$ cat src/rtl/pipe_pkg.sv
// Shared definitions for the pipeline stage register: FSM encodings and default payload field widths.
package pipe_pkg;

    localparam int unsigned STATE_W = 2;

    localparam int unsigned PC_W = 32;
    localparam int unsigned WD_W = 32;
    localparam int unsigned WR_W = 5;

    typedef enum logic [STATE_W-1:0] {
        ST_EMPTY = 2'd0,
        ST_FULL  = 2'd1,
        ST_SKID  = 2'd2
    } state_e;

endpackage

$ cat src/rtl/pipe_entry_reg.sv
// Enable-loaded payload register with asynchronous active-low reset to RESET_VAL.
module pipe_entry_reg #(
    parameter int unsigned       DATA_W    = 70,
    parameter logic [DATA_W-1:0] RESET_VAL = '0
) (
    input  logic              cpu_clk,
    input  logic              cpu_rst_n,
    input  logic              en,
    input  logic [DATA_W-1:0] d,
    output logic [DATA_W-1:0] q
);

    always_ff @(posedge cpu_clk or negedge cpu_rst_n) begin
        if (!cpu_rst_n) begin
            q <= RESET_VAL;
        end else if (en) begin
            q <= d;
        end
    end

endmodule

$ cat src/rtl/pipe_stage_reg.sv
// Valid/ready pipeline stage register with a one-entry skid buffer and synchronous flush.
// Optional PIPE_TRACE_EN adds a trace PC carried in lockstep with the payload and a retire counter.
module pipe_stage_reg
    import pipe_pkg::*;
#(
    parameter int unsigned       DATA_W    = PC_W + WD_W + WR_W + 1,
    parameter logic [DATA_W-1:0] RESET_VAL = '0
) (
    input  logic              cpu_clk,
    input  logic              cpu_rst_n,
    input  logic              flush,
    input  logic              in_valid,
    output logic              in_ready,
    input  logic [DATA_W-1:0] in_data,
    output logic              out_valid,
    input  logic              out_ready,
    output logic [DATA_W-1:0] out_data
`ifdef PIPE_TRACE_EN
    ,
    input  logic [PC_W-1:0]   trace_pc_in,
    output logic [PC_W-1:0]   trace_pc_out,
    output logic [31:0]       retire_cnt
`endif
);

    state_e            state_q;
    state_e            state_d;
    logic              in_fire;
    logic              out_fire;
    logic              main_en;
    logic              skid_en;
    logic              main_from_skid;
    logic [DATA_W-1:0] main_d;
    logic [DATA_W-1:0] skid_q;

    // Handshake decodes come straight from the state register, so no input reaches an output.
    assign in_ready  = (state_q != ST_SKID);
    assign out_valid = (state_q != ST_EMPTY);
    assign in_fire   = in_valid & in_ready;
    assign out_fire  = out_valid & out_ready;

    always_ff @(posedge cpu_clk or negedge cpu_rst_n) begin
        if (!cpu_rst_n) begin
            state_q <= ST_EMPTY;
        end else begin
            state_q <= state_d;
        end
    end

    // Next state and register load enables; flush overrides every transfer.
    always_comb begin
        state_d        = state_q;
        main_en        = 1'b0;
        skid_en        = 1'b0;
        main_from_skid = 1'b0;
        if (flush) begin
            state_d = ST_EMPTY;
        end else begin
            case (state_q)
                ST_EMPTY: begin
                    if (in_fire) begin
                        main_en = 1'b1;
                        state_d = ST_FULL;
                    end
                end
                ST_FULL: begin
                    case ({in_fire, out_fire})
                        2'b11: main_en = 1'b1;
                        2'b10: begin
                            skid_en = 1'b1;
                            state_d = ST_SKID;
                        end
                        2'b01: state_d = ST_EMPTY;
                        default: state_d = ST_FULL;
                    endcase
                end
                ST_SKID: begin
                    if (out_fire) begin
                        main_en        = 1'b1;
                        main_from_skid = 1'b1;
                        state_d        = ST_FULL;
                    end
                end
                default: state_d = ST_EMPTY;
            endcase
        end
    end

    assign main_d = main_from_skid ? skid_q : in_data;

    pipe_entry_reg #(.DATA_W(DATA_W), .RESET_VAL(RESET_VAL)) u_main (
        .cpu_clk   (cpu_clk),
        .cpu_rst_n (cpu_rst_n),
        .en        (main_en),
        .d         (main_d),
        .q         (out_data)
    );

    pipe_entry_reg #(.DATA_W(DATA_W), .RESET_VAL(RESET_VAL)) u_skid (
        .cpu_clk   (cpu_clk),
        .cpu_rst_n (cpu_rst_n),
        .en        (skid_en),
        .d         (in_data),
        .q         (skid_q)
    );

`ifdef PIPE_TRACE_EN
    logic [PC_W-1:0] pc_main_d;
    logic [PC_W-1:0] pc_skid_q;

    assign pc_main_d = main_from_skid ? pc_skid_q : trace_pc_in;

    pipe_entry_reg #(.DATA_W(PC_W), .RESET_VAL('0)) u_pc_main (
        .cpu_clk   (cpu_clk),
        .cpu_rst_n (cpu_rst_n),
        .en        (main_en),
        .d         (pc_main_d),
        .q         (trace_pc_out)
    );

    pipe_entry_reg #(.DATA_W(PC_W), .RESET_VAL('0)) u_pc_skid (
        .cpu_clk   (cpu_clk),
        .cpu_rst_n (cpu_rst_n),
        .en        (skid_en),
        .d         (trace_pc_in),
        .q         (pc_skid_q)
    );

    // Counts every delivered entry, including one delivered in a flush cycle.
    always_ff @(posedge cpu_clk or negedge cpu_rst_n) begin
        if (!cpu_rst_n) begin
            retire_cnt <= '0;
        end else if (out_fire) begin
            retire_cnt <= retire_cnt + 32'(1);
        end
    end
`endif

endmodule

$ cat config.mk
export PLATFORM = sky130hd
export DESIGN_NAME = pipe_stage_reg
export DESIGN_NICKNAME = d
export VERILOG_FILES = /design/src/rtl/pipe_pkg.sv /design/src/rtl/pipe_entry_reg.sv /design/src/rtl/pipe_stage_reg.sv
export SDC_FILE = /design/constraint.sdc
export NUM_CORES = 1
export LEC_CHECK = 0
export CAP_MARGIN = 20
export CORE_MARGIN = 8
export CORE_UTILIZATION = 30
export DETAILED_ROUTE_END_ITERATION = 8
export HOLD_SLACK_MARGIN = 0.06
export SLEW_MARGIN = 15
export SYNTH_ARGS = -nofsm -noshare
export SYNTH_HDL_FRONTEND = slang
export SYNTH_SLANG_ARGS = --single-unit
$ cat constraint.sdc
create_clock -name cpu_clk -period 2.6 [get_ports cpu_clk]
set_clock_uncertainty 0.1 [all_clocks]
set_input_delay 0.52 -clock cpu_clk [delete_from_list [all_inputs] [get_ports cpu_clk]]
set_output_delay 0.52 -clock cpu_clk [all_outputs]
set_load 0.01 [all_outputs]
==> results of run 1 <==
[state kept, by name (all words and copies together) (netlist names)]
| name | count |
|---|---|
| u_main.q | 70 |
| u_skid.q | 70 |
| state_q | 2 |
[cells in the final DEF, fill, tap and decap left out]
master / n
clkbuf_1: 2
nor3_4: 1
nor2_1: 4
buf_6: 1
nand2_1: 72
clkinv_4: 2
buf_4: 2
mux2_2: 70
and4bb_4: 1
clkinvlp_4: 2
clkinv_2: 1
inv_6: 1
bufinv_16: 3
inv_1: 1
a211oi_1: 1
dlygate4sd3_1: 1
o21ai_1: 7
clkbuf_8: 2
nor2b_1: 1
nand2b_1: 2
and2_1: 1
dfrtp_1: 142
or2_2: 1
a22oi_1: 1
o21ai_0: 63
clkbuf_16: 17
mux2i_1: 70
ha_1: 1
a31oi_4: 1
clkdlybuf4s50_1: 145
o22ai_1: 1
buf_12: 8
[stage by stage]
| step | setup WS, ns | hold WS (ns) |
|---|---|---|
| 2_1_floorplan | 0.528 | 0.124 |
| 3_3_place_gp | 0.130 | 0.361 |
| 3_5_place_dp | 0.102 | 0.369 |
| 4_1_cts | 0.247 | 0.384 |
| 5_1_grt | 0.228 | 0.405 |
| 6_report | 0.268 | 0.377 |
[power groups by stage]
| stage | combinational [mW] | sequential [mW] | clock, mW |
|---|---|---|---|
| after floorplan | 0.584 | 3.15 | 0 |
| after global placement | 1.35 | 3.10 | 0 |
| after detailed placement | 1.40 | 3.13 | 0 |
| after CTS | 1.41 | 3.09 | 2.55 |
| after global routing | 1.51 | 3.17 | 2.63 |
| final | 1.38 | 3.09 | 2.46 |
[cell families (layout without fill, tap and decap cells)]
group | Yosys count | in the layout | synth area share (%)
AND/OR/NAND/NOR | 83 | 83 | 5.69
flip-flops | 142 | 142 | 59.6
adder cells (fa/ha/maj) | 1 | 1 | 0.210
buffers and inverters | 31 | 188 | 2.88
multiplexers | 140 | 140 | 25.0
AO/OA/AOI/OAI | 74 | 74 | 6.59
[cell type report]
class | count | share of cell area, %
Clock buffer | 21 | 5.50
Tap cell | 265 | 3.96
Inverter | 1 | 0.0448
Multi-Input combinational cell | 298 | 26.8
Clock inverter | 9 | 1.63
Timing Repair Buffer | 157 | 19.7
Sequential cell | 142 | 42.4
[tightest hold or removal path, cell delays in order, from the launching register on]
cell and delay, ns:
dfrtp_1 0.34, nand2_1 0.04, o21ai_0 0.06
[timing repair]
action,CTS,global route
endpoints found under the hold margin,39,0
buffers inserted,0,0
hold buffers,1,0
[final timing paths]
| path | slack, ns | to |
|---|---|---|
| worst max register to register | 0.35 | u_skid.q[26]$_DFFE_PN0P_ |
| max in group asynchronous | 1.26 | u_skid.q[56]$_DFFE_PN0P_ |
| worst min-delay path | 0.38 | u_main.q[39]$_DFFE_PN0P_ |
| min in group asynchronous | 0.50 | u_main.q[24]$_DFFE_PN0P_ |
| worst min register to register | 0.38 | u_main.q[39]$_DFFE_PN0P_ |
| worst max-delay path | 0.27 | out_valid |
[per-layer routing]
layer | part of all wire (%) | GRT usage (%) | vias up
li1 | - | - | 1933
met1 | 45 | 14.8 | 1947
met2 | 47 | 19.0 | 99
met3 | 6.8 | 4.09 | 14
met4 | 1.3 | 4.62 | 0
met5 | 0 | 0 | -
==> results.cfg, run 1 <==
[floorplanning]
die_h_um = 157
dieArea_um2 = 24600
placementRows = 51
die_w_um = 157
core_um2 = 19500
initial_utilization_pct = 30.6
io_pins = 147

[synthesis]
syn_avg_cell_area_um2 = 12.7
synth.largest_area_cell = dfrtp_1
yosys-top-cells-count = dfrtp_1 (142), nand2_1 (72), mux2_2 (70), mux2i_1 (70), o21ai_0 (63)
ys_seq_area_share_pct = 59.6
synth_area_um2 = 5960
yosysWarningCount = 0
ys_types = 22
synth.most_common_cell = dfrtp_1
yosysTopAreaCellShare_pct = 59.6
synth_edf_count = 0
ys_top_cells_by_area = dfrtp_1 (60%), mux2_2 (13%), mux2i_1 (12%)
synthFlopType = dfrtp_1
syn_nets = 547
synth-seq-cells = 142
syn_inst = 471
synth_async_sr_flop_share_pct = 100

[power_and_ir_drop]
power_frac_comb_pct = 19.9
vdd_drop_max_uv = 444
power.total_mw = 6.92
intPower_mw = 5.18
seqPwrFrac_pct = 44.6
pwr-share-clk_pct = 35.5
p_leak_nw = 3.38
p_sw_mw = 1.74
switching_share_pct = 25.1
power.density_nw_per_um2 = 826

[route]
viasPerCell = 4.47
drtAntennaViolNets = 0
post_drt_wl_per_cell_um = 15.8
drt-initial-drc-count = 141
vias = 3993
dr.pass1.iters = 4
routed_wl_um = 14100
remaining_drc_errors = 0

[final_layout]
drive_above_1_share_pct = 18.0
fill_cells = 1834
stdcell_count = 893
stdcell_area_um2 = 8380
layout.nets = 693
area_delta_synth_final_pct = 40.6
multi_input_area_um2 = 2240
num_antenna_cells = 0
post-route-util_pct = 43.0
seqCellArea_um2 = 3550

[timing]
finalSetupTns_ns = 0
rsz0062_at_grt = false
report.final.slew_viol_count = 0
min_period_over_period_pct = 89.7
fmax_mhz = 429
fin_crit_ns = 2.33
finalHoldViolations = 0
worst_slew_pin_slew_ns = 0.406
max_slew_margin_pct = 72.9
finalSetupViolations = 0

[setup_path]
r2r-start = state_q[1]$_DFFE_PN0P_
crit_fanout = 7
cp_num_buf_inv = 1
crit_path_cell_trace = or2_2 > clkdlybuf4s50_1
worstSetupPathType = reg2out
cpPeakStageDelay_ns = 0.49
cp_slowest_cell = clkdlybuf4s50_1
cp_num_cells = 2
crit_start = state_q[1]$_DFFE_PN0P_
rr_worst_depth = 7
cp.arrival_ns = 1.71
required_ns = 1.98
cpLargestDelayFamily = buffers and inverters
end_kind = output port
start_kind = register

[cts]
cts_made_buffers = 17
cts_sinks = 142
cts-root-buf = clkbuf_16
cts_resized = 0
htreeDepth = 4
clock_latency_ns = 0.41
cts_tree = built
clock_path_buffers = 2
cts.clk_slew.worst_paths_ns = 0.06

[grt]
grt_max_degree = 81
grt_pass1_wl_um = 23200
grt_pass1_vias = 4462
overflow = 0
antenna_found_initial = 0
grtUsageTotal_pct = 12.0

[hold_path]
min_from = u_main.q[39]$_DFFE_PN0P_
min_path_type = reg2reg
min_path_cells = 2

[placement]
dpl.hpwl_um = 9900
place.gp.congestion = 0.733
port_buffers = 146
dp.cells = 862
placed_cell_area_um2 = 7770

[flow_run]
drv_cap = 0

[outcome]
status = complete, no violations
(Power assumes the default switching activity.)
==> inputs of run 2 (changes only) <==
--- a/config.mk
+++ b/config.mk
@@ -9,7 +9,7 @@
 export CORE_MARGIN = 8
 export CORE_UTILIZATION = 30
 export DETAILED_ROUTE_END_ITERATION = 8
-export HOLD_SLACK_MARGIN = 0.06
+export HOLD_SLACK_MARGIN = 0.03
 export SLEW_MARGIN = 15
 export SYNTH_ARGS = -nofsm -noshare
 export SYNTH_HDL_FRONTEND = slang
==> results of run 2 <==
No change in the layout: final DEF, timing and power equal those of run 1.
